[src/rtl/datapath_sequencer.sv]
// Command sequencer and sole master of the regfile + ALU datapath.
// Runs one command at a time from a valid/ready command port to a valid/ready response port.
//
// state | meaning
// IDLE  | cmd_ready high; command fields latched on accept
// EXEC  | rs/rt/fn driven to the datapath; ALU result and zero flag captured
// WB    | single-cycle RegWrite of result_q into rd
// RESP  | resp_valid high; result held until resp_ready
module datapath_sequencer #(
    parameter int  Nloc  = 32,
    parameter int  Dbits = 32,
    parameter int  Cbits = 16,
    localparam int Abits = $clog2(Nloc)
) (
    input  logic             clock_i,
    input  logic             reset_i,

    input  logic             cmd_valid_i,
    output logic             cmd_ready_o,
    input  logic [1:0]       cmd_kind_i,
    input  logic [4:0]       cmd_fn_i,
    input  logic [Abits-1:0] cmd_rs_i,
    input  logic [Abits-1:0] cmd_rt_i,
    input  logic [Abits-1:0] cmd_rd_i,
    input  logic [Dbits-1:0] cmd_imm_i,

    output logic             resp_valid_o,
    input  logic             resp_ready_i,
    output logic [Dbits-1:0] resp_result_o,
    output logic             resp_zero_o,
    output logic [Cbits-1:0] done_count_o,

    output logic             RegWrite_o,
    output logic [Abits-1:0] ReadAddr1_o,
    output logic [Abits-1:0] ReadAddr2_o,
    output logic [Abits-1:0] WriteAddr_o,
    output logic [4:0]       ALUFN_o,
    output logic [Dbits-1:0] WriteData_o,
    input  logic [Dbits-1:0] ALUResult_i,
    input  logic             FlagZ_i
);

    typedef enum logic [1:0] {
        S_IDLE = 2'd0,
        S_EXEC = 2'd1,
        S_WB   = 2'd2,
        S_RESP = 2'd3
    } state_t;

    localparam logic [1:0] KIND_NOP   = 2'b00;
    localparam logic [1:0] KIND_LOADI = 2'b01;
    localparam logic [1:0] KIND_ALU   = 2'b10;
    localparam logic [1:0] KIND_CMP   = 2'b11;

    state_t           state_q, state_d;
    logic [1:0]       kind_q, kind_d;
    logic [4:0]       fn_q, fn_d;
    logic [Abits-1:0] rs_q, rs_d;
    logic [Abits-1:0] rt_q, rt_d;
    logic [Abits-1:0] rd_q, rd_d;
    logic [Dbits-1:0] result_q, result_d;
    logic             zero_q, zero_d;
    logic [Cbits-1:0] done_q, done_d;

    always_ff @(posedge clock_i or posedge reset_i) begin
        if (reset_i) begin
            state_q  <= S_IDLE;
            kind_q   <= '0;
            fn_q     <= '0;
            rs_q     <= '0;
            rt_q     <= '0;
            rd_q     <= '0;
            result_q <= '0;
            zero_q   <= 1'b0;
            done_q   <= '0;
        end else begin
            state_q  <= state_d;
            kind_q   <= kind_d;
            fn_q     <= fn_d;
            rs_q     <= rs_d;
            rt_q     <= rt_d;
            rd_q     <= rd_d;
            result_q <= result_d;
            zero_q   <= zero_d;
            done_q   <= done_d;
        end
    end

    // Datapath outputs depend only on state and latched fields, so a reset
    // clears RegWrite the moment state_q returns to IDLE.
    always_comb begin
        state_d      = state_q;
        kind_d       = kind_q;
        fn_d         = fn_q;
        rs_d         = rs_q;
        rt_d         = rt_q;
        rd_d         = rd_q;
        result_d     = result_q;
        zero_d       = zero_q;
        done_d       = done_q;

        cmd_ready_o  = 1'b0;
        resp_valid_o = 1'b0;
        RegWrite_o   = 1'b0;
        ReadAddr1_o  = '0;
        ReadAddr2_o  = '0;
        WriteAddr_o  = '0;
        ALUFN_o      = '0;
        WriteData_o  = '0;

        case (state_q)
            S_IDLE: begin
                cmd_ready_o = 1'b1;
                if (cmd_valid_i) begin
                    kind_d = cmd_kind_i;
                    fn_d   = cmd_fn_i;
                    rs_d   = cmd_rs_i;
                    rt_d   = cmd_rt_i;
                    rd_d   = cmd_rd_i;
                    case (cmd_kind_i)
                        KIND_NOP: begin
                            result_d = '0;
                            zero_d   = 1'b1;
                            state_d  = S_RESP;
                        end
                        KIND_LOADI: begin
                            result_d = cmd_imm_i;
                            zero_d   = (cmd_imm_i == '0);
                            state_d  = S_WB;
                        end
                        KIND_ALU, KIND_CMP: begin
                            state_d = S_EXEC;
                        end
                        default: begin
                            state_d = S_IDLE;
                        end
                    endcase
                end
            end
            S_EXEC: begin
                ReadAddr1_o = rs_q;
                ReadAddr2_o = rt_q;
                ALUFN_o     = fn_q;
                result_d    = ALUResult_i;
                zero_d      = FlagZ_i;
                state_d     = (kind_q == KIND_CMP) ? S_RESP : S_WB;
            end
            S_WB: begin
                RegWrite_o  = 1'b1;
                WriteAddr_o = rd_q;
                WriteData_o = result_q;
                state_d     = S_RESP;
            end
            S_RESP: begin
                resp_valid_o = 1'b1;
                if (resp_ready_i) begin
                    done_d  = done_q + Cbits'(1);
                    state_d = S_IDLE;
                end
            end
            default: begin
                state_d = S_IDLE;
            end
        endcase
    end

    assign resp_result_o = result_q;
    assign resp_zero_o   = zero_q;
    assign done_count_o  = done_q;

endmodule

[config.mk]
export PLATFORM = sky130hd
export DESIGN_NAME = datapath_sequencer
export DESIGN_NICKNAME = d
export VERILOG_FILES = /design/src/rtl/datapath_sequencer.sv
export SDC_FILE = /design/constraint.sdc
export NUM_CORES = 1
export LEC_CHECK = 0
export CORE_AREA = 2 2 98 100
export DETAILED_ROUTE_END_ITERATION = 6
export DIE_AREA = 0 0 100 102
export DONT_BUFFER_PORTS = 1
export GPL_TIMING_DRIVEN = 0
export PLACE_DENSITY = 0.65
export SLEW_MARGIN = 15
export SYNTH_ARGS = -nofsm -noshare
export SYNTH_HDL_FRONTEND = slang
export SYNTH_SLANG_ARGS = --single-unit
[constraint.sdc]
create_clock -name clock_i -period 3.8 [get_ports clock_i]
set_input_delay 0.38 -clock clock_i [delete_from_list [all_inputs] [get_ports clock_i]]
set_output_delay 0.38 -clock clock_i [all_outputs]
set_load 0.01 [all_outputs]
# Word-level counts from Yosys, hierarchy flattened

Index checks and enable logic that the tools add are counted.
Widths: inputs -> output; s select.

Flip-flop bits (word level): 73
Input port bits: 91
Output and inout bits: 104
Word-level logic and storage cells: 48

$add $sub $neg: 1
Equality and inequality tests: 10
Muxes and demuxes: 19
Reductions and logical operators: 9

Operators with widths:

| operator              | count |
|---|---|
| $pmux 32 s2           | 2 |
| $mux 32               | 2 |
| $logic_not 32->1      | 1 |
| $mux 5                | 4 |
| $add 16x1->16 const B | 1 |
| $eq 2x2->1 const B    | 5 |
| $pmux 2 s4            | 1 |
| $pmux 2 s3            | 1 |
| $reduce_and 2->1      | 3 |
| $mux 1                | 5 |
| $eq 2x1->1 const B    | 2 |
| $logic_not 2->1       | 2 |
| $mux 2                | 2 |
| $ne 2x2->1 const B    | 2 |
| $pmux 1 s2            | 2 |
| $ne 3x1->1 const B    | 1 |
| $reduce_and 3->1      | 1 |
| $reduce_bool 2->1     | 1 |
| $reduce_or 2->1       | 1 |

# Longest topological paths before layout

Gate-level depths: netlist of run 1.

Depth after elaboration: 5
Depth in mapped cells: 8

# Worst setup path before layout of run 1

OpenSTA, ideal clock, no wires.

Kind: register to output
Start: reg state_q[0]
End: out WriteData_o[10]
Data arrival time: 1318 ps
Data required time: 3420 ps
Setup slack: 2102 ps
Cell stages (with the launch flop): 6
Cells stage by stage: dfrtp_1 > inv_1 > ha_1 > clkbuf_1 > clkbuf_1 > and2_1

Longest elaborated chain between the ends: 2

Ends and longest elaborated chain:

| item                     | line | RTL |
|---|---|---|
| start: declaration       | 55   | `state_t state_q, state_d;` |
| start signal: assignment | 77   | `state_q <= state_d;` |
| $eq 2x2->1               | 111  | `case (state_q)` |
| $mux 32                  | 111  |  |
| end: declaration         | 38   | `output logic [Dbits-1:0] WriteData_o,` |

Every way passes these cells.

# Final worst setup path of run 1

Start: reg state_q[0]
End: out WriteData_o[30]

The elaborated chain is that of the path after synthesis.

==> summary.md, run 1 <==
| Metric | Value |
|---|---|
| Run status | `completed` |
| Die area | `10,200 sq um` |
| HP Class | `in2reg` |
| Syn Nets | `438` |
| Synth-to-layout area growth | `9.59%` |
| Mapped Cells | `342` |
| Final WL | `9.67 mm` |
| Most area-consuming cells after synthesis | `dfrtp_1 51%, and2_1 9.1%, mux2_2 7.2%` |
| FF/Latch Area | `1830 sq um` |
| Comb pwr share | `36.8%` |
| CP Class | `reg2out` |
| Drt pass-1 iters | `4` |
| NumNets Final | `roughly 450` |
| H-tree depth | `3` |
| Main synth FF type | `dfrtp_1` |
| Final count of hold timing violations | `0` |
| Vias/cell | `approximately 5.7` |
| DR vias | `around 2.7k` |
| Post-layout minimum cycle time | `2540 ps` |
| Ys async rst share | `100%` |
| DRT met1 WL | `4.00 mm` |
| Diodes inserted | `0` |
| Switching part of the total | `42.0%` |
| Row count | `35` |
| First-pass GRT wire length | `14.3 mm` |
| Yosys reg bits | `73` |
| Share of total power in the clock network | `between 10% and 20%` |
| Synth cell count leaders | `73 x dfrtp_1, 52 x and2_1, 40 x nand2_1` |
| Routed wl met3 | `738 um` |
| Register area share after synthesis | `50.9%` |
| DP Cell Count | `454` |
| Resized Gates After CTS | `0` |
| Design Power | `3.20 mW` |
| Final Non-Filler Cells | `470` |
| Critical Path Source | `state_q[0]` |
| DR iter-0 viols | `99` |
| Data required, critical path | `3420 ps` |
| Die Ht | `102 um` |
| Layout cell share with drive strength beyond 1 | `roughly 16%` |
| Sequential share of power | `46.0%` |
| Final ANT Viol Nets | `0` |
| Crit Path Max Fanout | `10` |
| Core box area | `9110 sq um` |
| Number of fill cells in the layout | `889` |
| Setup TNS | `0 ps` |
| Min-delay src | `cmd_rs_i[0]` |
| Worst vdd ir | `0.000323 V` |
| Multi-input logic area | `1630 sq um` |
| Fmax | `0.393 GHz` |
| MaxCap Viol Count | `0` |
| Top-count cell post-synth | `dfrtp_1` |
| WL met2 | `4.81 mm` |
| WL/cell | `20.6 um` |
| Post-synthesis area per instance | `around 10 sq um` |
| DIE WIDTH | `100 um` |
| Internal power | `around 1.9 mW` |
| EDFF count, synth | `0` |
| Sw power | `1.34 mW` |
| RePlAce Congestion | `0.755` |
| Skew final | `between 9 and 10 ps` |
| Slew @ Worst Pin | `525 ps` |
| P per Cell Area | `812 nW/um^2` |
| Clock Path Buffers | `2` |
| Leak | `1.73 nW` |
| TritonCTS buffer count | `9` |
| Clock sinks | `73` |
| Initial Utilization | `39.4%` |
| Boundary Pins | `195` |
| Post-synth top area share | `50.9%` |
| Top Layer Used | `met4` |
| Worst r2r src | `state_q[0]` |
| Setup bufs post-CTS | `0` |
| Crit path DAT | `2160 ps` |
| IO buf count | `0` |
| Tot GR Track Use | `18.5%` |
| GRT overflow | `0` |
| Detail Placement HPWL | `7.46 mm` |
| Area leader, netlist | `dfrtp_1` |
| Period Utilization, post-route | `between 60% and 70%` |
| Pin count of the biggest net entering global routing | `just over 40` |
| CP endpoint kind | `primary output` |
| Reg clk slew, reported paths | `70 ps` |
| Worst-Skew Late Latency | `350 ps` |
| RSZ-0062 raised after global routing | `false` |
| Initial antenna violation count | `0` |
| Max-slew violations | `0` |
| Slew Limit Headroom | `between 60% and 70%` |
| Syn. warnings | `0` |
| # DRC | `0` |
| Setup Viol. Count Final | `0` |
| Vias in the first global route | `2,737` |
| CTS root buf | `clkbuf_8` |
| CTS tree | `done` |
| Synth unique cells | `32` |
| Worst Setup Start Kind | `flop` |
| Synth Cell Area | `3590 sq um` |
-- worst paths after layout --
kind | end | slack, ps | cells after the start
max | WriteData_o[30] | 1260 | 5
min | rs_q[0] | 180 | 1
max reg2reg | resp_result_o[15] | 1880 | 6
min reg2reg | rs_q[4] | 500 | 1
max in group asynchronous | resp_result_o[23] | 2710 | 3
min in group asynchronous | done_count_o[9] | 520 | 2
-- critical path: stages, from the launching register on --
cell and delay (ps):
dfrtp_1 420, inv_1 100, ha_1 270, clkbuf_1 450, clkbuf_1 330, and2_1 270
-- power groups by stage --
| stage | Combinational [mW] | Clock (mW) | Sequential [mW] |
|---|---|---|---|
| 3_5_place_dp | 1.21 | 0 | 1.49 |
| 6_report | 1.18 | 0.547 | 1.47 |
| 4_1_cts | 1.21 | 0.569 | 1.47 |
| 5_1_grt | 1.34 | 0.597 | 1.52 |
| 3_3_place_gp | 1.16 | 0 | 1.47 |
| 2_1_floorplan | 0.945 | 0 | 1.38 |
-- logic make-up (layout without fill, tap and decap cells) --
group,after synthesis,in the layout,synth area share (%)
AO/OA/AOI/OAI,74,74,13.0
multiplexers,23,23,7.22
buffers and inverters,28,45,3.69
flip-flops,73,73,50.9
adder cells (fa/ha/maj),5,5,1.74
XOR/XNOR,15,15,3.66
AND/OR/NAND/NOR,124,124,19.8
-- layout by cell type, fill, tap and decap left out, types with 2 or more instances in the layout --
| master | n |
|---|---|
| nand4_1 | 3 |
| nand2_1 | 40 |
| o21ai_1 | 14 |
| xnor2_1 | 9 |
| buf_4 | 5 |
| nor4_1 | 8 |
| nor2_1 | 4 |
| and2_1 | 52 |
| clkbuf_8 | 11 |
| dfrtp_1 | 73 |
| nand3_1 | 7 |
| nor4_4 | 2 |
| inv_1 | 6 |
| a21oi_1 | 2 |
| mux2_2 | 23 |
| xor2_1 | 6 |
| a22oi_1 | 32 |
| o21ai_0 | 22 |
| clkbuf_1 | 11 |
| buf_2 | 7 |
| ha_1 | 5 |
-- final cells by class --
type | instances | area share (%)
sequential | 73 | 46.4
multi-input combinational | 241 | 41.4
clock buffer | 13 | 4.04
tap | 111 | 3.53
buffer | 21 | 2.70
timing repair buffer | 2 | 0.763
inverter | 7 | 0.732
clock inverter | 2 | 0.350
-- metrics by stage --
stage | hold slack, ps | utilization (%) | setup WS (ps) | instance area (sq um)
after floorplan | 471 | - | 1570 | 3590
after global placement | 480 | 40.9 | 770 | 3730
after detailed placement | 292 | 41.2 | 1520 | 3750
after CTS | 165 | 43.2 | 1120 | 3930
after global routing | 158 | 43.2 | 975 | 3930
final | 185 | 43.2 | 1260 | 3930
-- metal layers --
layer	global-route usage [%]	up-vias
met4	5.48	0
met2	32.6	137
met5	0	-
met3	5.95	10
li1	-	1215
met1	21.6	1303
-- sequential cells by signal, summed over array words and instances, names as in the netlist --
register,count
rs_q,5
resp_result_o,32
kind_q,2
state_q,2
fn_q,5
resp_zero_o,1
rt_q,5
rd_q,5
done_count_o,16
-- repair_timing --
action | in CTS | in global routing
endpoints found under the hold margin | 33 | 0
hold buffers | 1 | 0
setup endpoints to repair | 0 | 0
(Power assumes the default switching activity.)
==> run 2, diff against run 1 <==
ABC_AREA = 1   (was not set)
CORE_AREA = 2 2 101 103   (was 2 2 98 100)
DIE_AREA = 0 0 103 105   (was 0 0 100 102)
clock period = 2.6 ns   (was 3.8 ns; I/O delays follow)
==> summary.md, run 2 <==
| Metric | Value |
|---|---|
| Drt pass-1 iters | `6 (+2)` |
| Main synth FF type | `dfrtp_1` |
| Pin count of the biggest net entering global routing | `41 (unchanged)` |
| Number of fill cells in the layout | `997 (+12%)` |
| DIE WIDTH | `103 um (+3.0%)` |
| Slew @ Worst Pin | `465 ps (-60.4 ps)` |
| RePlAce Congestion | `0.818 (+8.3%)` |
| Row count | `36 (+2.9%)` |
| Vias in the first global route | `2,989 (+9.2%)` |
| Worst Setup Start Kind | `flop` |
| Period Utilization, post-route | `87.0%` |
| Post-synth top area share | `48.0% (-2.9 points)` |
| DR iter-0 viols | `138 (+39%)` |
| First-pass GRT wire length | `15.3 mm (+7.0%)` |
| WL/cell | `16.1 um (-22%)` |
| HP Class | `in2reg` |
| Final core utilization | `44.0% (+0.78 points)` |
| Diodes inserted | `0 (unchanged)` |
| Die area | `10,800 sq um (+6.0%)` |
| Worst vdd ir | `0.000522 V (+61%)` |
| Top Layer Used | `met4` |
| Syn. warnings | `0 (unchanged)` |
| MaxCap Viol Count | `0 (unchanged)` |
| Routed wl met3 | `594 um (-20%)` |
| H-tree depth | `3 (unchanged)` |
| Initial Utilization | `39.5% (+0.10 points)` |
| Worst-Skew Late Latency | `340 ps (about the same)` |
| Final Non-Filler Cells | `610 (+30%)` |
| CP endpoint kind | `primary output` |
| CTS root buf | `clkbuf_8` |
| Slew Limit Headroom | `69.0% (+4.0 points)` |
| CTS tree | `done` |
| Clock Path Buffers | `2 (unchanged)` |
| Mapped Cells | `459 (+34%)` |
| TritonCTS buffer count | `9 (unchanged)` |
| Final WL | `9.81 mm (+1.4%)` |
| Boundary Pins | `195 (unchanged)` |
| Reg clk slew, reported paths | `80 ps (about the same)` |
| Leak | `2.27 nW (+31%)` |
| Layout cell share with drive strength beyond 1 | `14.3% (-1.9 points)` |
| Synth-to-layout area growth | `11.3%` |
| Crit Path Max Fanout | `10 (unchanged)` |
| Detail Placement HPWL | `7.58 mm (+1.6%)` |
| IO buf count | `0 (unchanged)` |
| GRT overflow | `0 (unchanged)` |
| NumNets Final | `568 (+26%)` |
| Post-synthesis area per instance | `8.30 sq um (-21%)` |
| Tot GR Track Use | `18.3% (-0.17 points)` |
| Core box area | `9640 sq um (+5.8%)` |
| Skew final | `10.3 ps (+0.286 ps)` |
| Final count of hold timing violations | `0 (unchanged)` |
| Die Ht | `105 um (+2.9%)` |
| RSZ-0062 raised after global routing | `false` |
| DRT met1 WL | `4.28 mm (+7.1%)` |
| Yosys reg bits | `73 (unchanged)` |
| # DRC | `0 (unchanged)` |
| Syn Nets | `555 (+27%)` |
| Most area-consuming cells after synthesis | `dfrtp_1 48%, nand2_1 13%, inv_1 7.1%` |
| DP Cell Count | `593 (+31%)` |
| DR vias | `3,061 (+15%)` |
| EDFF count, synth | `0 (unchanged)` |
| R2R cell count | `6 (unchanged)` |
| WL met2 | `4.76 mm (-0.98%)` |
| Commonest non-fill, non-tap cells in the layout | `128 x nand2_1, 73 x dfrtp_1, 71 x inv_1` |
| Register area share after synthesis | `48.0% (-2.9 points)` |
| Vias/cell | `5.02 (-12%)` |
| Min-Delay Endpoint | `rt_q[1]` |
| Fmax | `0.442 GHz` |
| Top-count cell post-synth | `nand2_1` |
| CP Class | `reg2out` |
| Area leader, netlist | `dfrtp_1` |
| Design Power | `4.84 mW (+51%)` |
| Crit Reg-Reg Endpoint | `resp_result_o[13]` |
| Synth cell count leaders | `128 x nand2_1, 73 x dfrtp_1, 72 x inv_1` |
| R2R Setup Slk | `670 ps (-1210 ps)` |
| Initial antenna violation count | `0 (unchanged)` |
| Worst r2r src | `state_q[0]` |
| Run status | `completed` |
| Synth unique cells | `28 (-13%)` |
| Post-layout minimum cycle time | `~2300 ps` |
| Crit path DAT | `2000 ps (-160 ps)` |
| Synth Cell Area | `3810 sq um (+6.1%)` |
| Max-slew violations | `0 (unchanged)` |
| P per Cell Area | `1140 nW/um^2 (+41%)` |
| Min-delay src | `cmd_rt_i[1]` |
| Final ANT Viol Nets | `0 (unchanged)` |
| Max reg flops | `32 (unchanged)` |
| Data required, critical path | `2340 ps (-1080 ps)` |
| Clock sinks | `73 (unchanged)` |
| Place WS | `441 ps (-1080 ps)` |
| Ys async rst share | `100% (unchanged)` |
| Setup Viol. Count Final | `0 (unchanged)` |
| Worst setup slack after layout | `338 ps (-918 ps)` |
| Worst hold stages | `1 (unchanged)` |
| Most common cell after layout, fill and taps aside | `nand2_1` |
run 2: final cells by class:
cell class / instances / area, sq um / share of cell area (%)
Clock inverter: 5 / 77.6 / 1.83
Buffer: 21 / 135 / 3.19
Tap cell: 133 / 166 / 3.93
Sequential cell: 73 / 1830 / 43.1
Timing Repair Buffer: 2 / 30.0 / 0.709
Multi-Input combinational cell: 292 / 1570 / 37.1
Clock buffer: 11 / 151 / 3.57
Inverter: 73 / 277 / 6.52
run 2: worst max-delay path by stage:
stage,startpoint,end,cells past startpoint
3_3_place_gp,reset_i,resp_result_o[22],1
4_1_cts,state_q[0],WriteData_o[27],6
6_report,state_q[0],WriteData_o[27],6
2_1_floorplan,reset_i,done_count_o[0],1
3_5_place_dp,state_q[0],WriteData_o[27],6
5_1_grt,state_q[0],WriteData_o[27],6
run 2: cells by family after synthesis:
family	share of synthesized area (%)
multiplexers	5.91
buffers and inverters	10.7
flip-flops	48.0
adder cells (fa/ha/maj)	1.64
AO/OA/AOI/OAI	12.4
XOR/XNOR	2.30
AND/OR/NAND/NOR	19.1
run 2: report_power, final:
part,switching [mW],total [mW],internal [mW],leakage (nW)
clock network,0.417,1.01,0.590,0.115
logic,1.11,1.77,0.661,1.22
registers,0.485,2.07,1.58,0.938
total,2.01,4.84,2.83,2.27
run 2: worst max-delay path: stages, from the launching register on:
cell,delay [ps]
dfrtp_1,420
inv_1,110
ha_1,280
clkbuf_2,310
buf_2,320
nand2_1,110
inv_1,110
run 2: repair_timing:
action,CTS,global route
gates resized for setup,0,2
hold buffers,1,0
hold endpoints to repair,33,0
setup endpoints to repair,0,21
buffers inserted,0,0
run 2: metrics by stage:
step | hold WS (ps) | setup TNS (ps) | cell area [sq um]
6_report | 64.9 | 0 | 4240
5_1_grt | 41.4 | 0 | 4240
4_1_cts | 44.6 | 0 | 4240
3_5_place_dp | 170 | 0 | 4000
3_3_place_gp | 411 | -24940 | 3980
2_1_floorplan | 408 | 0 | 3810
run 2: per-layer routing:
metal  track usage [%]  vias to the layer above
li1                  -                     1468
met1              23.9                     1458
met2              29.6                      123
met3              4.62                       12
met4              5.55                        0
met5                 0                        -
==> run 3, diff against run 2 <==
PLACE_DENSITY = 0.66   (was 0.65)
clock period = 1.95 ns   (was 2.6 ns; I/O delays follow)
==> summary.md, run 3 (synthesis results as in run 2) <==
| Metric | Value |
|---|---|
| CTS tree | `done` |
| DR vias | `3,205 (+4.7%)` |
| Leak | `2.36 nW (+3.9%)` |
| Clock sinks | `73 (unchanged)` |
| Layout cell share with drive strength beyond 1 | `14.5% (+0.20 points)` |
| Initial antenna violation count | `0 (unchanged)` |
| Internal power | `3.76 mW (+33%)` |
| Reg clk slew, reported paths | `80 ps (about the same)` |
| FF/Latch Area | `1830 sq um (unchanged)` |
| Clock Path Buffers | `2 (unchanged)` |
| Die Ht | `105 um (unchanged)` |
| RSZ-0062 raised after global routing | `true` |
| CTS root buf | `clkbuf_8` |
| Min-delay src | `cmd_valid_i` |
| Core box area | `9640 sq um (unchanged)` |
| Final ANT Viol Nets | `0 (unchanged)` |
| Most common cell after layout, fill and taps aside | `nand2_1` |
| Synth-to-layout area growth | `17.9%` |
| CP max stage delay | `430 ps (about the same)` |
| Setup bufs post-CTS | `0 (unchanged)` |
| Vias/cell | `5.08 (+1.2%)` |
| RePlAce Congestion | `0.784 (-4.1%)` |
| Worst-Skew Late Latency | `340 ps (about the same)` |
| Initial Utilization | `39.5% (unchanged)` |
| Worst Setup Start Kind | `flop` |
| Worst hold stages | `2 (+1)` |
| Run status | `completed` |
| Detail Placement HPWL | `7.54 mm (-0.51%)` |
| MaxCap Viol Count | `0 (unchanged)` |
| Design Power | `6.48 mW (+34%)` |
| Commonest non-fill, non-tap cells in the layout | `128 x nand2_1, 73 x dfrtp_1, 71 x inv_1` |
| WL/cell | `16.2 um (+0.53%)` |
| Final count of hold timing violations | `0 (unchanged)` |
| P per Cell Area | `1440 nW/um^2 (+26%)` |
| Comb pwr share | `38.4% (+1.9 points)` |
| DIE WIDTH | `103 um (unchanged)` |
| GRT overflow | `0 (unchanged)` |
| Share of total power in the clock network | `18.9% (-1.9 points)` |
| DR iter-0 viols | `120 (-13%)` |
| Slew Limit Headroom | `69.3% (+0.29 points)` |
| First-pass GRT wire length | `15.8 mm (+3.4%)` |
| Worst vdd ir | `0.000616 V (+18%)` |
| Period Utilization, post-route | `a little over nine tenths` |
| Row count | `36 (unchanged)` |
| Max-slew violations | `0 (unchanged)` |
| Boundary Pins | `195 (unchanged)` |
| Placed inst area | `4020 sq um (+0.53%)` |
| HP Class | `in2reg` |
| Tot GR Track Use | `18.9% (+0.64 points)` |
| Switching part of the total | `41.9% (+0.47 points)` |
| Worst setup slack after layout | `60.2 ps (-278 ps)` |
| Crit Path Max Fanout | `10 (unchanged)` |
| Final WL | `10.2 mm (+4.0%)` |
| CP max stage cell | `dfrtp_1` |
| Fmax | `between 0.5 and 0.6 GHz` |
| H-tree depth | `3 (unchanged)` |
| Sequential share of power | `42.7% (about the same)` |
| Pin count of the biggest net entering global routing | `37 (-9.8%)` |
| CP endpoint kind | `primary output` |
| Worst path cell trace | `inv_1 > ha_2 > buf_6 > clkbuf_4 > nand2_1 > inv_1` |
| Sw power | `2.72 mW (+35%)` |
| Max reg flops | `32 (unchanged)` |
| R2R cell count | `8 (+2)` |
| Drt pass-1 iters | `4 (-2)` |
| Number of fill cells in the layout | `972 (-2.5%)` |
| Slew @ Worst Pin | `461 ps (-4.40 ps)` |
| TritonCTS buffer count | `9 (unchanged)` |
| Place WS | `-139 ps (-580 ps)` |
| Diodes inserted | `0 (unchanged)` |
| CP Class | `reg2out` |
| Vias in the first global route | `3,176 (+6.3%)` |
| Crit path DAT | `1690 ps (-310 ps)` |
| # DRC | `0 (unchanged)` |
| Worst r2r src | `state_q[0]` |
| NumNets Final | `590 (+3.9%)` |
| Final core utilization | `46.6% (+2.6 points)` |
| Critical Path Source | `state_q[1]` |
| Post-layout minimum cycle time | `approximately 1900 ps` |
| Most used cell, CP | `inv_1` |
| Setup Viol. Count Final | `0 (unchanged)` |
| IO buf count | `0 (unchanged)` |
| Data required, critical path | `1750 ps (-590 ps)` |
| Skew final | `12.4 ps (+2.14 ps)` |
| Multi-input logic area | `1590 sq um (+0.95%)` |
| Worst hold slack | `17.2 ps (-47.7 ps)` |
| Die area | `10,800 sq um (unchanged)` |
| Final Cell Area | `4490 sq um (+5.9%)` |
## run 3: cell count changes in the layout (fill, tap and decap cells not counted), moves of 2 or more
cell           previous run  this run
dlygate4sd3_1             1        22
ha_1                      5         3
buf_6                     5         7
clkbuf_4                  0         2
clkbuf_1                  3         1
buf_2                    11         6
## run 3: path summary, 6_finish.rpt
| kind | end | slack, ps |
|---|---|---|
| worst max register to register | resp_result_o[3] | 170 |
| max in group asynchronous | state_q[0] | 1300 |
| min in group asynchronous | resp_result_o[0] | 250 |
| worst max-delay path | ReadAddr1_o[4] | 60 |
| worst min-delay path | kind_q[1] | 20 |
| worst min register to register | rd_q[4] | 510 |
## run 3: critical path: cells and delay by family (launching register included)
kind | cells | cell delay [ps]
buffers and inverters | 4 | 610
and+or+nand+nor | 1 | 80
adders and majority gates | 1 | 240
DFF | 1 | 430
## run 3: what timing repair did
item | CTS | global route
endpoints found under the hold margin | 93 | 1
setup endpoints to repair | 48 | 64
resized for setup | 9 | 8
pin swaps | 0 | 0
hold buffers | 21 | 1
## run 3: layout make-up
| class | count | share of cell area (%) |
|---|---|---|
| sequential | 73 | 40.7 |
| multi-input combinational | 292 | 35.4 |
| inverter | 73 | 6.19 |
| timing repair buffer | 24 | 5.80 |
| buffer | 21 | 3.71 |
| tap | 133 | 3.71 |
| clock buffer | 11 | 3.37 |
| clock inverter | 4 | 1.14 |
## run 3: metal layers
layer / vias to the layer above / global-route usage, % / share of wire [%]
li1: 1512 / - / -
met1: 1536 / 23.7 / 44
met2: 144 / 31.1 / 48
met3: 13 / 4.95 / 5.7
met4: 0 / 6.95 / 1.9
met5: - / 0 / 0
## run 3: power groups by stage
stage | Combinational (mW) | Clock [mW] | Sequential (mW)
after global routing | 2.83 | 1.33 | 2.83
after CTS | 2.48 | 1.26 | 2.76
final | 2.49 | 1.22 | 2.77
after floorplan | 1.88 | 0 | 2.63
after detailed placement | 2.37 | 0 | 2.78
after global placement | 2.30 | 0 | 2.76
## run 3: stage by stage
stage               instances  setup TNS, ps
floorplan                 459              0
global placement          592           -540
detailed placement        594          -1580
CTS                       630              0
global route              631           -571
finish                    631              0
